===== src/rtl/gcd_engine.sv =====
// GCD engine: two operands over a shared bus under a four-phase req/ack handshake.
// Optional Stein (binary) algorithm compiled in with GCD_BINARY_EN, selected per transaction by mode.
module gcd_engine #(
  parameter int W = 16
) (
  input  logic         clk,
  input  logic         reset,
  input  logic         req,
  input  logic [W-1:0] ab,
  input  logic         mode,
  output logic         ack,
  output logic [W-1:0] c,
  output logic [W-1:0] cycles,
  output logic         busy
);

  localparam int KW = $clog2(W + 1);

  typedef enum logic [2:0] {
    IDLE    = 3'd0,
    LOAD_A  = 3'd1,
    WAIT_B  = 3'd2,
    LOAD_B  = 3'd3,
    COMPUTE = 3'd4,
    DONE    = 3'd5,
    RELEASE = 3'd6
  } state_t;

  state_t         state_r;
  logic [W-1:0]   a_r;
  logic [W-1:0]   b_r;
  logic [W-1:0]   count_r;
  logic           mode_r;
  logic [KW-1:0]  k_s;
  logic [W-1:0]   a_next_s;
  logic [W-1:0]   b_next_s;
  logic           k_inc_s;
  logic           done_s;
  logic [W-1:0]   result_s;
  logic [W-1:0]   count_inc_s;

`ifdef GCD_BINARY_EN
  localparam logic BIN_EN = 1'b1;
  logic [KW-1:0] k_r;

  // Shift count for the common power of two, cleared when B is loaded
  always_ff @(posedge clk or posedge reset) begin
    if (reset) begin
      k_r <= '0;
    end else if (state_r == WAIT_B && req) begin
      k_r <= '0;
    end else if (state_r == COMPUTE && !done_s && k_inc_s) begin
      k_r <= k_r + 1'b1;
    end else begin
      k_r <= k_r;
    end
  end

  assign k_s = k_r;
`else
  localparam logic BIN_EN = 1'b0;
  logic unused_k_inc_s;

  assign k_s            = '0;
  assign unused_k_inc_s = k_inc_s;
`endif

  // One compute step: termination test, result and next operand values
  always_comb begin
    a_next_s    = a_r;
    b_next_s    = b_r;
    k_inc_s     = 1'b0;
    done_s      = (a_r == '0) || (b_r == '0) || (a_r == b_r);
    result_s    = (a_r | b_r) << k_s;
    count_inc_s = (count_r == {W{1'b1}}) ? count_r : count_r + {{(W-1){1'b0}}, 1'b1};
    if (mode_r && !a_r[0] && !b_r[0]) begin
      a_next_s = a_r >> 1;
      b_next_s = b_r >> 1;
      k_inc_s  = 1'b1;
    end else if (mode_r && !a_r[0]) begin
      a_next_s = a_r >> 1;
    end else if (mode_r && !b_r[0]) begin
      b_next_s = b_r >> 1;
    end else if (a_r > b_r) begin
      a_next_s = a_r - b_r;
    end else begin
      b_next_s = b_r - a_r;
    end
  end

  // Handshake FSM with registered ack/busy and result capture
  always_ff @(posedge clk or posedge reset) begin
    if (reset) begin
      state_r <= IDLE;
      ack     <= 1'b0;
      busy    <= 1'b0;
      c       <= '0;
      cycles  <= '0;
      a_r     <= '0;
      b_r     <= '0;
      count_r <= '0;
      mode_r  <= 1'b0;
    end else begin
      case (state_r)
        IDLE: begin
          if (req) begin
            a_r     <= ab;
            ack     <= 1'b1;
            busy    <= 1'b1;
            state_r <= LOAD_A;
          end
        end
        LOAD_A: begin
          if (!req) begin
            ack     <= 1'b0;
            state_r <= WAIT_B;
          end
        end
        WAIT_B: begin
          if (req) begin
            b_r     <= ab;
            mode_r  <= mode & BIN_EN;
            count_r <= '0;
            ack     <= 1'b1;
            state_r <= LOAD_B;
          end
        end
        LOAD_B: begin
          if (!req) begin
            ack     <= 1'b0;
            state_r <= COMPUTE;
          end
        end
        COMPUTE: begin
          if (done_s) begin
            c       <= result_s;
            cycles  <= count_inc_s;
            ack     <= 1'b1;
            state_r <= DONE;
          end else begin
            a_r     <= a_next_s;
            b_r     <= b_next_s;
            count_r <= count_inc_s;
          end
        end
        DONE: begin
          if (req) begin
            ack     <= 1'b0;
            state_r <= RELEASE;
          end
        end
        RELEASE: begin
          if (!req) begin
            busy    <= 1'b0;
            state_r <= IDLE;
          end
        end
        default: begin
          ack     <= 1'b0;
          busy    <= 1'b0;
          state_r <= IDLE;
        end
      endcase
    end
  end

endmodule


===== config.mk =====
export PLATFORM = sky130hd
export DESIGN_NAME = gcd_engine
export DESIGN_NICKNAME = d
export VERILOG_FILES = /design/src/rtl/gcd_engine.sv
export SDC_FILE = /design/constraint.sdc
export NUM_CORES = 1
export LEC_CHECK = 0
export ABC_AREA = 1
export CORE_ASPECT_RATIO = 0.5
export CORE_UTILIZATION = 61
export CTS_BUF_LIST = sky130_fd_sc_hd__clkbuf_8
export CTS_CLUSTER_DIAMETER = 60
export DETAILED_ROUTE_END_ITERATION = 8
export PLACE_DENSITY_LB_ADDON = 0.15
export REMOVE_ABC_BUFFERS = 1
export SYNTH_ARGS = -nofsm -noshare
export SYNTH_HDL_FRONTEND = slang
export SYNTH_SLANG_ARGS = --single-unit
export TNS_END_PERCENT = 100

===== constraint.sdc =====
create_clock -name clk -period 2.7 [get_ports clk]
set_input_delay 0.27 -clock clk [delete_from_list [all_inputs] [get_ports clk]]
set_output_delay 0.27 -clock clk [all_outputs]
set_load 0.02 [all_outputs]

Word level (Yosys, flattened, before mapping)
Cells that the tools add are included.

cells by class
  add/sub/neg operators = 3
  order comparisons = 1
  eq/ne operators = 20
  multiplexer cells = 25
  bitwise logic cells = 3
  reductions and logical operators = 17

operators by type and width
  cell                   number
  $mux 16                8
  $pmux 16 s2            3
  $logic_not 16->1       2
  $sub 16x16->16         2
  $ne 2x2->1 const B     11
  $mux 3                 7
  $pmux 3 s7             1
  $add 16x1->16 const B  1
  $eq 16x16->1           1
  $eq 16x16->1 const B   1
  $gt 16x16->1           1
  $or 16x16->16          1
  $eq 3x3->1 const B     3
  $reduce_and 4->1       2
  $reduce_and 7->1       1
  $eq 3x2->1 const B     2
  $reduce_and 3->1       2
  $pmux 1 s5             1
  $reduce_and 5->1       1
  $reduce_or 5->1        1
  $mux 1                 4
  $reduce_bool 2->1      2
  $reduce_or 2->1        2
  $eq 3x1->1 const B     1
  other kinds (6)        8

word-level totals
  register bits = 85
  input port bits = 20
  output and inout port bits = 34
  word-level logic and storage cells = 77

Logic depth before layout (Yosys ltp)
Gate-level depths: netlist of the first run.

  depth in word-level cells = 5
  mapped depth = 17
  depth with buffers taken out = 16

Worst setup path before layout of the first run
OpenSTA, ideal clock, no wires.

  path kind = register -> register
  from = register a_r[0]
  to = register a_r[1]
  library setup time = 117 ps
  data arrival time = 1999 ps
  required time = 2583 ps
  slack = 584 ps
  cell stages (with the launch flop) = 17
  buffers on the path = 1
  period minus slack after synthesis = 2116 ps
  cells stage by stage = dfrtp_1 -> inv_1 -> ha_1 -> fa_1 -> inv_1 -> nand2_1 -> nand2_2 -> nand2_2 -> nand2_4 -> nand2_2 -> nand2_2 -> nand2_4 -> nand2_4 -> nand3_4 -> buf_6 -> nand2_1 -> nand2_1

on the way
  cells in the longest elaborated chain, start to end = 5
  elaborated cells on any way between the ends = 12
  classes of those cells = add/sub (1); order compare (1); eq/ne (3); mux (3); reduce/logical (4)

ends and longest elaborated chain
  item                                                                    line  text
  start, declared                                                         30    logic [W-1:0] a_r;
  start signal, assigned                                                  141   a_r <= a_next_s;
  parallel branches: the longest is 5 deep, another holds $sub 16x16->16  --

Parallel ways; which one is timed is not known. The select of a mux whose other input is x is not followed.
A chain may end at the register's enable or synchronous reset.

Final worst setup path of the first run
  from = register a_r[0]
  to = register a_r[4]

Same word-level chain as after synthesis.

==> results of run 1 <==
==> per-layer routing <==
metal  GRT usage  part of all wire  up-vias  wire length [µm]
met5           0                 0        -                 0
met4      0.0949             0.017        0               292
met3      0.0779             0.092       30              1540
met2       0.528              0.44      231              7370
met1       0.448              0.45     2828              7630
li1            -                 -     2997                 -
==> power groups by stage <==
stage	Clock [mW]	Combinational, mW	Sequential, mW
3_5_place_dp	0	6.06	2.12
3_3_place_gp	0	5.92	2.09
5_1_grt	0.984	6.99	2.16
4_1_cts	0.940	6.08	2.10
2_1_floorplan	0	4.34	2.12
6_report	0.923	6.26	2.11
==> worst register-to-register path: cells and delay by family (launching register included) <==
| kind | cells | cell delay [ns] |
|---|---|---|
| flip-flops | 1 | 0.38 |
| AND/OR/NAND/NOR | 11 | 1.17 |
| adder cells (fa/ha/maj) | 2 | 0.66 |
| buffers and inverters | 2 | 0.27 |
==> worst paths after layout <==
| check | from | to | slack (ns) | depth (start not counted) |
|---|---|---|---|---|
| setup / recovery | a_r[0]$_DFFE_PP0P_ | a_r[4]$_DFFE_PP0P_ | 0.12 | 15 |
| hold / removal | reset | b_r[6]$_DFFE_PP0P_ | 0.35 | 2 |
| setup reg to reg | a_r[0]$_DFFE_PP0P_ | a_r[4]$_DFFE_PP0P_ | 0.12 | 15 |
| hold reg to reg | cycles[12]$_DFFE_PP0P_ | cycles[12]$_DFFE_PP0P_ | 0.49 | 2 |
| max in group asynchronous | reset | c[12]$_DFFE_PP0P_ | 1.65 | 3 |
| min in group clk | cycles[12]$_DFFE_PP0P_ | cycles[12]$_DFFE_PP0P_ | 0.49 | 2 |
==> through the flow <==
stage                     utilization  power, mW  hold slack [ns]  instance area [µm²]
final                           0.737       9.29            0.350                 7190
after global placement          0.716       8.01            0.460                 6990
after floorplan                     -       6.45            0.415                 6190
after detailed placement        0.716       8.17            0.465                 6990
after global routing            0.737       10.1            0.428                 7190
after CTS                       0.735       9.12            0.378                 7180
==> state kept, by name, summed over array words and instances, names as in the netlist <==
register,count
b_r,16
state_r,3
c,16
busy,1
ack,1
cycles,16
count_r,16
a_r,16
==> area by class of cell <==
type | count | area [µm²]
Clock inverter | 6 | 53.8
Multi-Input combinational cell | 680 | 3590
Inverter | 129 | 489
Clock buffer | 10 | 138
Timing Repair Buffer | 63 | 628
Tap cell | 135 | 169
Fill cell | 834 | 2570
Sequential cell | 85 | 2130
==> kinds of logic (layout without fill, tap and decap cells) <==
logic type                 count (synthesis)  in the layout  synth area share
and+or+nand+nor                          506            507             0.353
buffers and inverters                    148            208            0.0992
xor gates and xnor gates                   9              9            0.0125
DFF                                       85             85             0.336
adders and majority gates                 50             50             0.101
AOI/OAI and AO/OA                        114            114            0.0979
==> cell usage after synthesis <==
cell and count:
buf_12 1, nand3_1 69, a21oi_2 2, o21a_1 1
o21ai_1 25, nand3_4 1, buf_6 5, nor3_2 1
inv_2 8, buf_4 2, o211ai_1 1, ha_1 48
a31oi_1 5, o22ai_1 5, o21ai_0 44, nand3_2 2
nor2_2 6, a21oi_1 25, buf_2 7, nand4_1 17
a21oi_4 1, o21bai_1 5, inv_1 120, nand3b_1 1
nand2_4 5, nor2_4 4, nand2_1 320, nand2_8 2
dfrtp_1 85, nor3_1 10, clkbuf_1 4, nand2_2 17
fa_1 2, inv_4 1, xor2_1 9, nor2_1 51
==> results.md, run 1 <==
* WP buf/inv at 2
* Initial core utilization at 0.648
* Commonest non-fill, non-tap cell in the layout: nand2_1
* Clk buf depth at 2
* Setup violators final at 0
* PD cells at about 1300 nW/µm²
* Area fraction of the dominant cell type after synthesis at 0.336
* Switch share at 0.556
* Pint at 4.12 mW
* Sequential area share after synthesis at 0.336
* Skew-Pair Late Insertion Delay at between 0.3 and 0.4 ns
* CORE AREA at approximately 9800 µm²
* Logic pwr share at 0.674
* Delay-heaviest family, CP: simple AND/OR/NAND/NOR gates
* CTS Buf Count at 9
* IO Port Bufs at 52
* Synth top area cells: dfrtp_1 34%, nand2_1 19%, ha_1 9.5%, inv_1 7.1%, nand3_1 5.5%
* Commonest cells after routing, fill and taps aside: 320 x nand2_1, 119 x inv_1, 85 x dfrtp_1, 69 x nand3_1, 52 x clkdlybuf4s50_1
* DRT Pass-1 Iters at 6
* H-tree levels at 3
* Max-slew violation count at 0
* Pleak at 3.72 nW
* Ant diodes at 0
* Dpl cells at ~1100
* Fin crit share at 0.957
* Routed vias/inst at 5.49
* Critical Path Start Type: flip-flop
* Delay of the slowest cell on the worst path at 0.42 ns
* Die Area at 10800 µm²
* Clock power share at 0.099
* Final setup margin at approximately 0.12 ns
* Layout cells sized above 1 at 0.0822
* Reg power frac at 0.227
* Max Clk Rate at between 0.3 and 0.4 GHz
* Psw at 5.16 mW
* Detailed Route WL at 16.8 mm
* Gr usage total at 0.328
* Period minus WS final at 2.58 ns
* Peak VDD IR at 0.731 mV
* Clock net sink count at between 80 and 90
* Syn_area_per_cell at 6.94 µm²
* Die H at between 70 and 80 µm
* CP dominant cell by count: nand2_2
* WS Path Type: flip-flop to flip-flop
* Post-route ant nets at 0
* Setup Skew at 0.0169 ns
* Largest net degree at the start of global routing at 50
* DR WL/cell at about 15 µm
* Post-CTS Hold Fix Bufs at 0
* Pre-CTS WS at 0.119 ns
* Setup total negative slack at 0 ns
* Worst Path Required at around 3 ns
* Worst-margin pin slew at approximately 0.83 ns
* Synth warn at 0
* HPWL Detailed at 12.6 mm
* Post-synth top area cell: dfrtp_1
* Clock transition at path regs at 0.10 ns
* Normalized max-slew margin at 0.443
* Initial DRC count at 488
* # resized after CTS at 0
* Die X-Extent at ~150 µm
* Total I/O pin count at 54
* Final #Nets at around 1000
* First-pass GRT wire length at 27.4 mm
* FP Rows at 25
* Worst path slowest cell: fa_1
* CTS tree: built
* Worst EP arrival at 2.84 ns
* Synthesis-stage register bit count at 85
* RSZ-0062 raised after global routing: false
* CP max FO at 16
* CTS Root Cell: clkbuf_8
* Post-CTS setup buffer count at 0
* Final Hold Violating Endpoints at 0
* Max-cap violations at 0
* Outcome: complete, no violations
* Vias in the first global route at roughly 5600
* Unique masters post-synth at 36
* Cells after Synth at 912
* Layout area overhead at 13.6%
* Via count at 6086
* Nature of the critical path endpoint: flip-flop
* HP Class: input port to asynchronous set/reset pin
* RePlAce Congestion at 0.990
* Mapped Area at between 6000 and 7000 µm²
* Grt ovf at 0
* Initial antenna violation count at 0
* Critical path, cell by cell: inv_1 -> ha_1 -> fa_1 -> inv_1 -> nand2_1 -> nand2_2 -> nand2_2 -> nand2_4 -> nand2_2 -> nand2_2 -> nand2_4 -> nand2_4 -> nand3_4 -> nand2_1 -> nand2_1
* DR DRC count at 0
* Post-Layout Cell Count at 1108
No activity file was read; power rests on OpenSTA's default activity.
==> inputs of run 2 (changes only) <==
--- a/config.mk
+++ b/config.mk
@@ -13,6 +13,7 @@
 export DETAILED_ROUTE_END_ITERATION = 8
 export PLACE_DENSITY_LB_ADDON = 0.15
 export REMOVE_ABC_BUFFERS = 1
+export SLEW_MARGIN = 0
 export SYNTH_ARGS = -nofsm -noshare
 export SYNTH_HDL_FRONTEND = slang
 export SYNTH_SLANG_ARGS = --single-unit
==> results of run 2 <==
Same layout as run 1: the final DEF is identical, and so are final timing and power.
